**src/rtl/game_pkg.sv**
```systemverilog
// -----------------------------------------------------------------------------
// game_pkg
// Shared definitions for the game-setup logic: board/LFSR defaults, the LFSR
// feedback tap mask and its step function, and the mine placer state type.
// -----------------------------------------------------------------------------
package game_pkg;

    localparam int          MAX_N_DEF     = 16;
    localparam logic [15:0] LFSR_SEED_DEF = 16'hACE1;

    // Polynomial x^16+x^14+x^13+x^11+1; with the register shifting right the
    // taps 16,14,13,11 sit on bits 0,2,3,5.
    localparam logic [15:0] LFSR_TAPS     = 16'h002D;

    typedef enum logic [1:0] {
        IDLE  = 2'b00,
        CLEAR = 2'b01,
        PLACE = 2'b10,
        DONE  = 2'b11
    } placer_state_t;

    // One Fibonacci step: XOR of the tapped bits enters at the top.
    function automatic logic [15:0] lfsr_next(input logic [15:0] cur);
        return {^(cur & LFSR_TAPS), cur[15:1]};
    endfunction

endpackage

```
**src/rtl/mine_placer_if.sv**
```systemverilog
// -----------------------------------------------------------------------------
// mine_placer_if
// Bundle between the level selector / board readers and the mine placer.
//   start, mines_in, button_num, safe_x, safe_y : level configuration pulse
//   busy, done, mines_placed                    : placement progress
//   q_x, q_y / q_mine                           : registered map query port
// master = selector / reader side, slave = mine_placer.
// -----------------------------------------------------------------------------
interface mine_placer_if;

    logic       start;
    logic [5:0] mines_in;
    logic [4:0] button_num;
    logic [3:0] safe_x;
    logic [3:0] safe_y;
    logic       busy;
    logic       done;
    logic [5:0] mines_placed;
    logic [3:0] q_x;
    logic [3:0] q_y;
    logic       q_mine;

    modport master (
        output start, mines_in, button_num, safe_x, safe_y, q_x, q_y,
        input  busy, done, mines_placed, q_mine
    );

    modport slave (
        input  start, mines_in, button_num, safe_x, safe_y, q_x, q_y,
        output busy, done, mines_placed, q_mine
    );

endinterface

```
**src/rtl/lfsr16.sv**
```systemverilog
// -----------------------------------------------------------------------------
// lfsr16
// Free-running 16-bit maximal Fibonacci LFSR, no enable.
//   clk   : clock
//   rst   : asynchronous active-high reset, loads SEED
//   state : current register value
// -----------------------------------------------------------------------------
module lfsr16
    import game_pkg::*;
#(
    parameter logic [15:0] SEED = LFSR_SEED_DEF
) (
    input  logic        clk,
    input  logic        rst,
    output logic [15:0] state
);

    logic [15:0] state_r;

    // Advance one step every cycle from reset onward.
    always_ff @(posedge clk or posedge rst) begin
        if (rst) begin
            state_r <= SEED;
        end else begin
            state_r <= lfsr_next(state_r);
        end
    end

    assign state = state_r;

endmodule

```
**src/rtl/mine_placer.sv**
```systemverilog
// -----------------------------------------------------------------------------
// mine_placer
// Captures a level configuration, clears a MAX_N x MAX_N mine map and fills it
// with pseudo-random mines drawn from a free-running LFSR, skipping cells that
// are off-board, already mined, or the protected first-click cell.
//   clk, rst : clock, asynchronous active-high reset
//   bus      : mine_placer_if.slave (config pulse, busy/done/count, query)
// -----------------------------------------------------------------------------
module mine_placer
    import game_pkg::*;
#(
    parameter int          MAX_N     = MAX_N_DEF,
    parameter logic [15:0] LFSR_SEED = LFSR_SEED_DEF
) (
    input  logic         clk,
    input  logic         rst,
    mine_placer_if.slave bus
);

    localparam int         MAP_BITS = MAX_N * MAX_N;
    localparam int         IDX_W    = $clog2(MAP_BITS);
    localparam logic [4:0] MAX_N_V  = 5'(MAX_N);

    placer_state_t         state_r;
    logic [4:0]            n_eff_r;
    logic [3:0]            safe_x_r;
    logic [3:0]            safe_y_r;
    logic [5:0]            target_r;
    logic [5:0]            placed_r;
    logic [MAP_BITS-1:0]   map_r;
    logic                  busy_r;
    logic                  done_r;
    logic                  q_mine_r;

    logic [15:0]           lfsr_s;
    logic [7:0]            unused_lfsr_hi_s;
    logic [3:0]            cand_x_s;
    logic [3:0]            cand_y_s;
    logic [IDX_W-1:0]      cand_idx_s;
    logic                  accept_s;
    logic [5:0]            placed_inc_s;
    logic [4:0]            cfg_n_s;
    logic [8:0]            cfg_sq_s;
    logic [5:0]            cfg_target_s;
    logic                  q_in_range_s;
    logic [IDX_W-1:0]      q_idx_s;

    lfsr16 #(.SEED(LFSR_SEED)) u_lfsr (
        .clk   (clk),
        .rst   (rst),
        .state (lfsr_s)
    );

    // The upper byte only matters for the LFSR's own feedback.
    assign unused_lfsr_hi_s = lfsr_s[15:8];

    // Clamp the requested level: board side to MAX_N, mine count so that at
    // least the safe cell stays free (no mines at all on a 0x0 or 1x1 board).
    always_comb begin
        cfg_n_s      = 5'd0;
        cfg_sq_s     = 9'd0;
        cfg_target_s = 6'd0;
        if (bus.button_num > MAX_N_V) begin
            cfg_n_s = MAX_N_V;
        end else begin
            cfg_n_s = bus.button_num;
        end
        cfg_sq_s = 9'(cfg_n_s) * 9'(cfg_n_s);
        if (cfg_n_s <= 5'd1) begin
            cfg_target_s = 6'd0;
        end else if ({3'b000, bus.mines_in} > (cfg_sq_s - 9'd1)) begin
            cfg_target_s = 6'(cfg_sq_s - 9'd1);
        end else begin
            cfg_target_s = bus.mines_in;
        end
    end

    // Candidate cell from the low LFSR byte and its acceptance test.
    always_comb begin
        cand_x_s     = lfsr_s[3:0];
        cand_y_s     = lfsr_s[7:4];
        cand_idx_s   = IDX_W'(int'(cand_y_s) * MAX_N + int'(cand_x_s));
        placed_inc_s = placed_r + 6'd1;
        if (({1'b0, cand_x_s} < n_eff_r) && ({1'b0, cand_y_s} < n_eff_r) &&
            !((cand_x_s == safe_x_r) && (cand_y_s == safe_y_r))) begin
            accept_s = ~map_r[cand_idx_s];
        end else begin
            accept_s = 1'b0;
        end
    end

    // Query decode; off-board coordinates always read as empty.
    always_comb begin
        q_idx_s = IDX_W'(int'(bus.q_y) * MAX_N + int'(bus.q_x));
        if (({1'b0, bus.q_x} < n_eff_r) && ({1'b0, bus.q_y} < n_eff_r)) begin
            q_in_range_s = 1'b1;
        end else begin
            q_in_range_s = 1'b0;
        end
    end

    // Placement sequencer with registered busy/done/count outputs.
    always_ff @(posedge clk or posedge rst) begin
        if (rst) begin
            state_r  <= IDLE;
            n_eff_r  <= 5'd0;
            safe_x_r <= 4'd0;
            safe_y_r <= 4'd0;
            target_r <= 6'd0;
            placed_r <= 6'd0;
            map_r    <= '0;
            busy_r   <= 1'b0;
            done_r   <= 1'b0;
        end else begin
            case (state_r)
                IDLE: begin
                    done_r <= 1'b0;
                    if (bus.start) begin
                        n_eff_r  <= cfg_n_s;
                        safe_x_r <= bus.safe_x;
                        safe_y_r <= bus.safe_y;
                        target_r <= cfg_target_s;
                        busy_r   <= 1'b1;
                        state_r  <= CLEAR;
                    end else begin
                        busy_r   <= 1'b0;
                    end
                end
                CLEAR: begin
                    map_r    <= '0;
                    placed_r <= 6'd0;
                    if (target_r == 6'd0) begin
                        busy_r  <= 1'b0;
                        done_r  <= 1'b1;
                        state_r <= DONE;
                    end else begin
                        state_r <= PLACE;
                    end
                end
                PLACE: begin
                    if (accept_s) begin
                        map_r[cand_idx_s] <= 1'b1;
                        placed_r          <= placed_inc_s;
                        if (placed_inc_s == target_r) begin
                            busy_r  <= 1'b0;
                            done_r  <= 1'b1;
                            state_r <= DONE;
                        end
                    end
                end
                DONE: begin
                    done_r  <= 1'b0;
                    state_r <= IDLE;
                end
                default: begin
                    busy_r  <= 1'b0;
                    done_r  <= 1'b0;
                    state_r <= IDLE;
                end
            endcase
        end
    end

    // Registered map read; sees writes from the previous edge.
    always_ff @(posedge clk or posedge rst) begin
        if (rst) begin
            q_mine_r <= 1'b0;
        end else begin
            q_mine_r <= q_in_range_s ? map_r[q_idx_s] : 1'b0;
        end
    end

    assign bus.busy         = busy_r;
    assign bus.done         = done_r;
    assign bus.mines_placed = placed_r;
    assign bus.q_mine       = q_mine_r;

endmodule

```
**src/flat_wrapper.sv**
```systemverilog
// flat-port wrapper written by rule: the top's interface ports become plain ports
module mine_placer_flat import game_pkg::*;
#(
    parameter int          MAX_N     = MAX_N_DEF,
    parameter logic [15:0] LFSR_SEED = LFSR_SEED_DEF
)
  (clk, rst, bus_start, bus_mines_in, bus_button_num, bus_safe_x, bus_safe_y, bus_q_x, bus_q_y, bus_busy, bus_done, bus_mines_placed, bus_q_mine);
  mine_placer_if bus_i ();
  input  logic clk;
  input  logic rst;
  input wire logic [$bits(bus_i.start)-1:0] bus_start;
  input wire logic [$bits(bus_i.mines_in)-1:0] bus_mines_in;
  input wire logic [$bits(bus_i.button_num)-1:0] bus_button_num;
  input wire logic [$bits(bus_i.safe_x)-1:0] bus_safe_x;
  input wire logic [$bits(bus_i.safe_y)-1:0] bus_safe_y;
  input wire logic [$bits(bus_i.q_x)-1:0] bus_q_x;
  input wire logic [$bits(bus_i.q_y)-1:0] bus_q_y;
  output wire logic [$bits(bus_i.busy)-1:0] bus_busy;
  output wire logic [$bits(bus_i.done)-1:0] bus_done;
  output wire logic [$bits(bus_i.mines_placed)-1:0] bus_mines_placed;
  output wire logic [$bits(bus_i.q_mine)-1:0] bus_q_mine;
  assign bus_i.start = bus_start;
  assign bus_i.mines_in = bus_mines_in;
  assign bus_i.button_num = bus_button_num;
  assign bus_i.safe_x = bus_safe_x;
  assign bus_i.safe_y = bus_safe_y;
  assign bus_i.q_x = bus_q_x;
  assign bus_i.q_y = bus_q_y;
  assign bus_busy = bus_i.busy;
  assign bus_done = bus_i.done;
  assign bus_mines_placed = bus_i.mines_placed;
  assign bus_q_mine = bus_i.q_mine;
  mine_placer #(.MAX_N(MAX_N), .LFSR_SEED(LFSR_SEED)) u_core (.clk(clk), .rst(rst), .bus(bus_i));
endmodule
```
**config.mk**
```make
export PLATFORM = sky130hd
export DESIGN_NAME = mine_placer_flat
export DESIGN_NICKNAME = d
export VERILOG_FILES = /design/src/rtl/game_pkg.sv /design/src/rtl/mine_placer_if.sv /design/src/rtl/lfsr16.sv /design/src/rtl/mine_placer.sv /design/src/flat_wrapper.sv
export SDC_FILE = /design/constraint.sdc
export NUM_CORES = 1
export LEC_CHECK = 0
export CORE_ASPECT_RATIO = 0.8
export CORE_MARGIN = 4
export CORE_UTILIZATION = 42
export DETAILED_ROUTE_END_ITERATION = 10
export DONT_BUFFER_PORTS = 1
export HOLD_SLACK_MARGIN = 0.02
export PLACE_DENSITY = 0.59
export SLEW_MARGIN = 25
export SYNTH_ARGS = -nofsm -noshare
export SYNTH_HDL_FRONTEND = slang
export SYNTH_SLANG_ARGS = --single-unit
```
**constraint.sdc**
```tcl
create_clock -name clk -period 19.5 [get_ports clk]
set_input_delay 4.875 -clock clk [delete_from_list [all_inputs] [get_ports clk]]
set_output_delay 4.875 -clock clk [all_outputs]
set_load 0.01 [all_outputs]
```
==> results of run 1 <==
[layout make-up]
class                   instances  area [um2]  area share (%)
multi-input cells            1053        8520            47.2
clock inverters                15         161           0.894
well taps                     528         661            3.66
flip-flops and latches        302        7570            42.0
clock buffers                  40         850            4.71
inverters                      21        86.3           0.478
repair buffers                 24         196            1.09
[registers in the layout (all words and copies together) (netlist names)]
register / cells
u_core.bus.done: 1
u_core.state_r: 2
u_core.bus.mines_placed: 6
u_core.bus.q_mine: 1
u_core.n_eff_r: 5
u_core.target_r: 6
u_core.bus.busy: 1
u_core.map_r: 256
u_core.safe_y_r: 4
u_core.safe_x_r: 4
u_core.u_lfsr.state: 16
[through the flow]
stage	cells	util [%]	area [um2]	hold slack (ps)	total power [uW]
after floorplan	1490	-	16700	331	942
after global placement	1928	44.0	17000	332	1020
after detailed placement	1928	44.0	17000	339	1020
after CTS	1983	46.6	18000	355	1630
after global routing	1983	46.7	18000	372	1690
final	1983	46.7	18000	352	1620
[metal layers]
| metal | global-route usage (%) | vias up | wire length [um] |
|---|---|---|---|
| li1 | - | 5383 | - |
| met1 | 35.4 | 6438 | 22500 |
| met4 | 4.62 | 2 | 1010 |
| met2 | 34.1 | 557 | 21700 |
| met3 | 5.98 | 67 | 4980 |
| met5 | 1.08 | - | 62 |
[cells by family (layout without fill, tap and decap cells)]
kind of cell | after synthesis | after routing | share of synthesized area (%)
compound gates | 355 | 355 | 13.5
xor+xnor | 23 | 23 | 1.21
fa+ha+maj | 42 | 42 | 3.38
buf+inv | 135 | 100 | 3.60
flops | 302 | 302 | 45.4
mux | 178 | 178 | 20.9
other cells | 2 | 7 | 0.0451
simple gates | 448 | 448 | 11.9
[critical path: stages]
cell and delay, ps:
nor2b_1 210, nand2_1 130, fa_1 470, fa_1 500, inv_1 40, ha_1 280, ha_1 330, nor2b_1 140
o21a_1 190, o21a_1 190, o21a_1 170, or3_1 340, a21oi_1 570, nand3_1 190, a32o_1 290
[layout by cell type (no fill, tap or decap), types with 5 or more instances in the layout]
cell type  instances
nand2b_1          12
nand3_1           14
dfrtp_1          291
mux4_2           135
clkbuf_16         31
nor4_1            10
o21a_1             6
nand2_1          277
a31oi_1            5
inv_1             18
a22o_1            79
a21oi_1           14
fa_1               5
nor2b_1           18
clkinv_2           9
buf_4             22
clkbuf_1           5
a22oi_1            7
a21o_1             5
and2_1            11
xnor2_1           11
nor2_1            48
ha_1              37
o21ai_0          202
dfstp_2            8
mux2_2            13
nand4_1            8
o211ai_1           5
nor3_1            28
xor2_1            12
mux2i_1           30
conb_1             7
[power breakdown]
group | switching, uW | total [uW] | internal, uW
registers | 32.2 | 686 | 654
clock network | 258 | 604 | 345
logic | 230 | 330 | 101
total | 520 | 1620 | 1100
[final timing paths]
check,to,slack [ps],cells past startpoint
max,u_core.target_r[3]$_DFFE_PP0P_,11040,15
min,u_core.u_lfsr.state[13]$_DFF_PP1_,350,0
max reg2reg,u_core.map_r[227]$_DFFE_PP0P_,13460,10
min reg2reg,u_core.u_lfsr.state[13]$_DFF_PP1_,350,0
max in group asynchronous,u_core.u_lfsr.state[2]$_DFF_PP0_,13230,3
min in group asynchronous,u_core.map_r[27]$_DFFE_PP0P_,4270,1
==> summary.md, run 1 <==
The flow ran to the end, and the final reports show no timing, DRC or antenna violations. Fill cells in the final layout number 3,549. Gates resized during post-CTS repair numbered 0. The worst setup path is captured at a flip-flop.

TritonCTS built the clock tree. Entering global routing, the biggest net connects 216 pins. The logs give 34.1% for the worst max-slew margin expressed relative to the limit and 0 ps for the final sum of negative setup slack.

The critical path is of the in -> reg type. In the synthesized netlist, the cells that appear most often are dfrtp_1 (294), nand2_1 (277), o21ai_0 (202). After detailed routing, the average wire length per cell comes to 25.3 um. The tools report the number of antenna violations at the first check in global routing as 0.

The core area came out at 38,700 um2. The run gives 31 as the number of buffers created by CTS. The synthesized area per cell works out to 11.2 um2.

The congestion estimate from routability-driven global placement came to 0.859. The number of DRC markers in iteration 0 is 1,360. For this run, the register share of the synthesized area comes to 45.4%. Timing analysis after detailed placement gives a worst setup slack of 10,490 ps. After global routing the overflow that remains totals 0.

CTS saw 302 sinks. The class of the worst hold path is reg -> reg. In this run the critical register-to-register path is launched from u_core.u_lfsr.state[0]$_DFF_PP1_. Among all flip-flop cells after synthesis, the most frequent one is dfrtp_1. Ranked by total cell area, the synthesized netlist is headed by dfrtp_1 (44%), mux4_2 (18%), nand2_1 (6.2%).

Setup slack on the critical path of the routed design comes to 11,040 ps. Cell taking the most area after synthesis: dfrtp_1. The total power density per cell area was 89.8 nW/um2; the slew at the pin closest to its max-slew limit was 988 ps.

Counting every instance in the synthesized netlist gives 1,485. The clock passes through at most 3 buffers. The number of max-capacitance violations reported came out at 0.

The run gives 0 as the post-CTS setup buffer count. The logs give 32.2 mm for the final HPWL from detailed placement and 0 for the number of max-slew violations in the final report. The count of cell types in the netlist is 64, and the net count reported at finish is 1,505. For the residual antenna-violating net count after detailed routing, the log shows 0. The worst clock skew on the final layout is 19.2 ps, and the via count is 12,400. Minimum clock period after layout: 8460 ps. During I/O placement, the number of pins put on the boundary was 39. Dividing the final minimum period by the clock period gives 43.4%. From bottom edge to top edge, the die measures 186 um.

The final layout contains routed wiring with a total length of 50.3 mm. The via count of the first global-routing pass was 12,300. The final setup violation count was 0.

The H-tree level count was 1; the fmax was 0.118 GHz. Relative to the synthesized area, the layout overhead comes to 8.34%. During synthesis, Yosys emitted a total of 0 warnings. The data arrival time at the worst-slack endpoint is 8930 ps, and the number of enable-type register cells in the synthesized netlist is 0. The startpoint identified for the worst hold timing path is u_core.u_lfsr.state[14]$_DFF_PP0_. Count of port buffers added during placement: 0.

The later pin in the worst-skew pair is clocked with a latency of 590 ps. CTS placed an instance of clkbuf_16 at the clock tree root. Setup repair after global routing left no endpoint under its margin. Of the cells placed in the final design, the portion with a size suffix greater than 1 is 16.6%. The die outline area was 42,900 um2; the CTS clock-pin slew for the worst setup and hold paths was 60 ps. In this run the core area contains 64 standard-cell rows. Number of hold violations in the final report: 0.

After synthesis, the largest area contributor takes up 44.2% of total cell area. For this configuration, the core starts out at a cell density of 43.1%. Summed over all cells, the static leakage comes to 0.00741 uW.

In the post-synthesis netlist, the cell with the most instances is dfrtp_1. The x dimension of the die was 231 um; the critical path data required time was 19,960 ps. Number of remaining DRC errors: 0. 0 antenna diodes ended up in the layout. The maximum VDD drop is 0.0000676 V.

The synthesized design contains 302 register bits. Of all nets on the critical path, the largest fanout is 10. The first global-routing pass estimated 77.0 mm of wire.

The number of optimization iterations in the first detailed-route pass is 5. The tools report the startpoint class of the critical path as an input port. The global-route usage over all layers was 23.3%. Hold repair after CTS inserted 0 buffers. In the synthesized netlist the async set-or-reset flop fraction comes to 100%. Using the TritonRoute via totals, the vias-per-cell ratio works out to 6.28.

The mapped netlist covers 16,700 um2. The critical path startpoint is bus_button_num[1].
No activity file was read; power rests on OpenSTA's default activity.
==> run 2, diff against run 1 <==
clock period = 7.9 ns   (was 19.5 ns; I/O delays follow)
==> run 2 against run 1 <==
Net effect: worst setup slack got worse by 8800 ps; flip-flop and latch count did not move; die area did not move; global-route usage rose by 0.071 points; routed wire length fell by 0.64%.
==> summary.md, run 2 (synthesis gave the netlist of run 1 again) <==
The flow ran to the end, and the final reports show no timing, DRC or antenna violations. Tracing the worst setup path back leads to its startpoint at bus_button_num[1]. The logs give 0 (unchanged) for the residual antenna-violating net count after detailed routing and 5 (unchanged) for the number of optimization iterations in the first detailed-route pass.

The net count reported at finish was 1,503 (-0.13%). The number of max-capacitance violations reported was 0 (unchanged); the post-cts hold buffer count was 0 (unchanged). Number of flip-flops in the largest register: 256 (unchanged). The relative area change from synthesis to final layout was 8.67%. The largest net degree at the start of global routing came out at 146 (-32%). The startpoint identified for the worst hold timing path is u_core.u_lfsr.state[8]$_DFF_PP0_.

The number of max-slew violations in the final report was 0 (unchanged); the final design instance area without fill was 18,100 um2 (+0.30%). The run gives 23.4% (+0.071 points) as the global-route usage over all layers. The site row count is 64 (unchanged). Final estimated routing congestion in global placement: 0.871 (+1.3%). The library cells used most frequently in the layout, excluding fill and tap cells, are dfrtp_1 (291), nand2_1 (277), o21ai_0 (202). The worst max-slew margin expressed relative to the limit was 39.4% (+5.2 points). Data arrival time at the worst-slack endpoint: 6080 ps (-2850 ps).

The cell that appears most often on the critical path is o21a_1. The tools report the number of antenna violations at the first check in global routing as 1 (+1). The filler-free cell count of the finished design is 1,984 (+0.050%), and the deepest clock path buffer count is 3 (unchanged). The count of port buffers added during placement was 0 (unchanged); the wire length after detailed routing was 49.9 mm (-0.64%). The logs give 1,277 (-6.1%) for the number of DRC markers in iteration 0 and 12,300 (-1.4%) for the via count. The CTS clock-pin slew for the worst setup and hold paths is 70 ps (about the same), and the die outline area is 42,900 um2 (unchanged). The path class of the tightest hold or removal check is reg -> reg. On the critical path, the stage with the largest delay is an instance of a21oi_1.

The most common library cell in the layout ignoring fill and taps was dfrtp_1. Leakage power figure: 0.00741 uW (about the same). The critical path goes through nor2b_1, nand2_1, fa_1, fa_1, inv_1, ha_1, ha_1, nor2b_1, o21a_1, o21a_1, o21a_1, or3_1, a21oi_1, a21oi_1, a221o_1. Counting I/O delays and the setup requirement, the final critical path takes 5620 ps.

Post-placement setup slack: 1790 ps (-8700 ps). For the count of boundary I/O pins, the log shows 39 (unchanged). The number of hold violations in the final report was 0 (unchanged); the number of remaining DRC errors was 0 (unchanged). The count of cells resized by post-cts repair was 0 (unchanged). The global route total overflow came out at 0 (unchanged). The critical path's largest stage delay is 650 ps (+80 ps).

TritonCTS built the clock tree. The run gives 351 ps (-1.21 ps) as the worst hold slack across all endpoints. Total instance count after detailed placement: 1,926 (-0.10%). The x dimension of the die works out to 231 um (unchanged).

The fraction of the cycle the final worst path needs was 71.1%; the worst clock skew on the final layout was 8.27 ps (-10.9 ps). The startpoint identified for the worst register-to-register timing path is u_core.u_lfsr.state[0]$_DFF_PP1_. The final setup violation count was 0 (unchanged). STA classifies the critical path startpoint as an input port. The via-per-instance ratio works out to 6.19 (-1.4%). Class of the most critical setup path: in -> reg. The first-pass GRT wire length was 77.2 mm (+0.21%); the post-CTS setup buffer count was 0 (unchanged). The number of buffers created by CTS is 31 (unchanged), and the worst setup margin is 2280 ps (-8750 ps).

The maximum VDD drop is 0.000167 V (+150%), and the sink count of the clock tree is 302 (unchanged). Top register by number of flip-flops: u_core.map_r. The insertion delay of the later-clocked pin in the worst-skew pair was 580 ps (about the same). The tools report the type of destination of the critical path as a flip-flop.

The largest fanout on the critical path is 10 (unchanged). Average routed wire per standard cell: 25.2 um (-0.69%). The final sum of negative setup slack is 0 ps (unchanged).

The tree is rooted in a clkbuf_16. The H-tree level count is 1 (unchanged). The run gives 12,500 (+1.1%) as the via count of the first global-routing pass.

The logs give 38,700 um2 (unchanged) for the core area and 32.0 mm (-0.54%) for the final HPWL from detailed placement. The starting density of the core was 43.1% (unchanged); the slew at the pin closest to its max-slew limit was 907 ps (-80.7 ps). Critical path data required time: 8360 ps (-11,600 ps).

The height of the chip was 186 um (unchanged). The fraction of layout cells with a size suffix above 1 is 16.5% (-0.14 points), and the total power density per cell area is 225 nW/um2 (+150%). For the post-placement cell area, the log shows 17,000 um2 (unchanged). Setup repair after global routing left no endpoint under its margin.

The fmax was 0.178 GHz.
==> run 2: changes by cell type in the layout (fill, tap and decap cells not counted), sizes merged <==
| cell | change |
|---|---|
| diode | +1 |
| bufinv | +2 |
| clkbuf | +2 |
| buf | -2 |
| clkinv | -4 |
| inv | -1 |
| clkinvlp | +3 |
==> run 2: worst max-delay path, delay by kind of cell <==
family	cells	cell delay, ps
AND/OR/NAND/NOR	4	830
AO/OA/AOI/OAI	6	1650
adder cells (fa/ha/maj)	4	1580
buffers and inverters	1	40
==> run 2: power breakdown <==
part	total [uW]	switching, uW	internal, uW
clock	1560	645	915
combinational	821	573	248
sequential	1690	79.7	1610
==> run 2: worst paths after layout <==
| kind | endpoint | slack (ps) | depth (start not counted) |
|---|---|---|---|
| worst min-delay path | u_core.u_lfsr.state[7]$_DFF_PP1_ | 350 | 0 |
| worst min register to register | u_core.u_lfsr.state[7]$_DFF_PP1_ | 350 | 0 |
| max in group asynchronous | u_core.u_lfsr.state[2]$_DFF_PP0_ | 5300 | 2 |
| worst max-delay path | u_core.target_r[4]$_DFFE_PP0P_ | 2280 | 15 |
| min in group asynchronous | u_core.map_r[23]$_DFFE_PP0P_ | 1340 | 1 |
| worst max register to register | u_core.map_r[30]$_DFFE_PP0P_ | 2500 | 10 |
==> run 2: layout make-up <==
class                      instances  area [um2]
antenna                            1        2.50
clock buffer                      42         847
clock inverter                    15         216
fill                            3577       20600
inverter                          21        82.6
multi-input combinational       1053        8530
sequential                       302        7570
tap                              528         661
timing repair buffer              22         190
==> run 2: metrics by stage <==
step                power [uW]  utilization, %
finish                    4070            46.8
global route              4250            46.8
CTS                       4090            46.8
detailed placement        2520            44.0
global placement          2510            44.0
floorplan                 2330               -
==> run 2: routing by layer <==
layer | global-route usage [%] | wire (um) | up-vias
li1 | - | - | 5365
met1 | 34.1 | 21800 | 6270
met2 | 34.0 | 21400 | 551
met3 | 7.60 | 5350 | 88
met4 | 5.91 | 1340 | 2
met5 | 0.970 | 57 | -
==> run 3, diff against run 2 <==
clock period = 5.75 ns   (was 7.9 ns; I/O delays follow)
==> run 3 against run 2 <==
Net effect: cell count rose by 0.60%; routed wire length rose by 1.2%; via count rose by 1.6%; global-route usage rose by 0.36 points; clock skew is 28 ps higher; core utilization grew 0.16 points; sequential share of layout area down 0.14 points; largest power group unchanged.
==> summary.md, run 3 (synthesis gave the netlist of run 1 again) <==
The critical path in this run is classified as in -> reg. The relative area change from synthesis to final layout was 9.03%; the number of flip-flops in the largest register was 256 (unchanged). Number of DRC markers in iteration 0: 1,474 (+15%).

The cell at the root of the clock tree is clkbuf_16. The count of port buffers added during placement is 0 (unchanged). The core utilization of the finished layout is 47.0% (+0.16 points). The global-route usage over all layers came out at 23.7% (+0.36 points).

The startpoint class of the critical path was an input port. The CTS clock-pin slew for the worst setup and hold paths was 70 ps (about the same). Global route total overflow: 0 (unchanged). Leaving out fill and tap cells, the most frequent cell in the layout is dfrtp_1. Number of antenna violations at the first check in global routing: 0 (-1). The number of hold violations in the final report is 0 (unchanged), and the core area is 38,700 um2 (unchanged).

The run finished with clean final reports. The x dimension of the die works out to 231 um (unchanged). Static timing analysis puts the maximum clock frequency at 0.209 GHz. The tools report the site row count as 64 (unchanged). The tools report the post-CTS setup buffer count as 0 (unchanged).

TritonCTS built the clock tree. For the sink count of the clock tree, the log shows 302 (unchanged). The min-delay analysis places its worst path in the category reg -> reg.

The average routed wire per standard cell was 25.3 um (+0.59%). The switching share of power is 32.5% (+0.66 points). For the part of the power in the clock network, the log shows 37.4% (-0.9 points). The net count reported at finish is 1,517 (+0.93%), and the slew at the pin closest to its max-slew limit is 976 ps (+68.1 ps). The tools report the cell-internal power as 3730 uW (+34%). For the proportion of power drawn by flip-flops and latches, the log shows 42.0% (+0.4 points).

The tools report the net switching component of the power as 1800 uW (+39%). The smallest clock period supported by the final layout is computed as 4790 ps. The logs give 0 (-1) for the total inserted antenna cells and 42,900 um2 (unchanged) for the die outline area.

The starting density of the core was 43.1% (unchanged); the via-per-instance ratio was 6.25 (+0.95%). The total power density per cell area was 304 nW/um2 (+35%). The logs give 610 ps (+30 ps) for the insertion delay of the later-clocked pin in the worst-skew pair and 12,700 (+1.9%) for the via count of the first global-routing pass.

The logs give 35.0% (-4.4 points) for the worst max-slew margin expressed relative to the limit and 0 (unchanged) for the residual antenna-violating net count after detailed routing. The worst setup margin is 959 ps (-1330 ps), and the number of optimization iterations in the first detailed-route pass is 9 (+4). Fraction of layout cells with a size suffix above 1: 17.4% (+0.94 points). For the final estimated routing congestion in global placement, the log shows 0.853 (-2.1%). The wire length after detailed routing was 50.5 mm (+1.2%); the total power consumption of the routed design was 5530 uW (+36%). The height of the chip is 186 um (unchanged).

The logs give 350 ps (-0.774 ps) for the worst hold slack across all endpoints and 78.6 mm (+1.9%) for the first-pass GRT wire length. The via count is 12,500 (+1.6%). The data arrival time at the worst-slack endpoint was 5260 ps (-820 ps); the logic gate share of total power was 20.6% (+0.5 points). The leakage power figure came out at 0.00746 uW (+0.68%).

The type of destination of the critical path is a flip-flop. The largest net degree at the start of global routing came out at 207 (+42%). For the post-placement setup slack, the log shows 421 ps (-1370 ps).

Setup repair after global routing left no endpoint under its margin. The number of max-slew violations in the final report came out at 0 (unchanged). The number of buffers created by CTS was 31 (unchanged). In the layout the commonest cells are dfrtp_1 (291), nand2_1 (277), o21ai_0 (202). The run gives 33.3 mm (+4.1%) as the final HPWL from detailed placement. The largest fanout on the critical path came out at 10 (unchanged).

For the worst clock skew on the final layout, the log shows 36.7 ps (+28.4 ps). The logs give 0 (unchanged) for the number of remaining DRC errors and 0 (unchanged) for the number of max-capacitance violations reported. The logs give 0 (unchanged) for the count of cells resized by post-cts repair and 39 (unchanged) for the count of boundary I/O pins. Deepest clock path buffer count: 3 (unchanged). The post-cts hold buffer count was 0 (unchanged). The tools report the maximum VDD drop as 0.000267 V (+60%). The H-tree level count was 1 (unchanged). The critical path data required time is 6220 ps (-2140 ps), and the final setup violation count is 0 (unchanged). u_core.map_r holds more flip-flops than any other register.

The final sum of negative setup slack is 0 ps (unchanged), and the fraction of the cycle the final worst path needs is 83.3%.
==> run 3: cell count changes in the layout (fill, tap and decap cells not counted), sizes merged <==
| cell | delta |
|---|---|
| clkinv | +2 |
| inv | +1 |
| buf | +14 |
| diode | -1 |
| bufinv | -3 |
| clkbuf | -1 |
==> run 3: power groups by stage <==
stage / registers (uW) / logic (uW) / clock network (uW)
after CTS: 2330 / 1130 / 2100
after global routing: 2340 / 1260 / 2190
after floorplan: 2320 / 872 / 0
after global placement: 2360 / 1110 / 0
final: 2320 / 1140 / 2070
after detailed placement: 2360 / 1120 / 0
==> run 3: worst paths after layout <==
check / slack (ps) / startpoint / cells after the start / endpoint
max in group asynchronous: 3810 / rst / 2 / u_core.n_eff_r[1]$_DFFE_PP0P_
setup reg to reg: 1210 / u_core.u_lfsr.state[1]$_DFF_PP0_ / 9 / u_core.map_r[252]$_DFFE_PP0P_
hold reg to reg: 350 / u_core.u_lfsr.state[9]$_DFF_PP0_ / 0 / u_core.u_lfsr.state[8]$_DFF_PP0_
setup / recovery: 960 / bus_button_num[1] / 17 / u_core.target_r[5]$_DFFE_PP0P_
hold / removal: 350 / u_core.u_lfsr.state[9]$_DFF_PP0_ / 0 / u_core.u_lfsr.state[8]$_DFF_PP0_
min in group asynchronous: 790 / rst / 1 / u_core.map_r[82]$_DFFE_PP0P_
==> run 3: cell type report <==
type | instances | area [um2]
timing repair buffer | 36 | 295
clock buffer | 41 | 873
sequential | 302 | 7570
fill | 3561 | 20500
clock inverter | 15 | 153
inverter | 21 | 82.6
tap | 528 | 661
multi-input combinational | 1053 | 8520
==> run 3: stage by stage <==
stage                     std cells  cell area, um2
after global routing           1996           18200
final                          1996           18200
after CTS                      1996           18200
after global placement         1940           17100
after floorplan                1490           16700
after detailed placement       1940           17100
==> run 3: layer usage <==
metal  wire, um  global-route usage (%)
met2      21900                    34.6
met4       1300                    5.94
met5          0                       0
met1      22500                    35.4
met3       4810                    6.52
==> run 3: critical path, cell delays in order <==
cell and delay, ps:
nor2b_1 200, nand2_1 130, fa_1 470, fa_1 500, inv_1 40, ha_1 290, ha_1 340, o21a_1 130
o21ai_0 270, nand2_1 170, ha_1 340, nand2_1 60, o211ai_1 180, a21oi_1 60, buf_4 170, and2_1 170
a221o_1 290
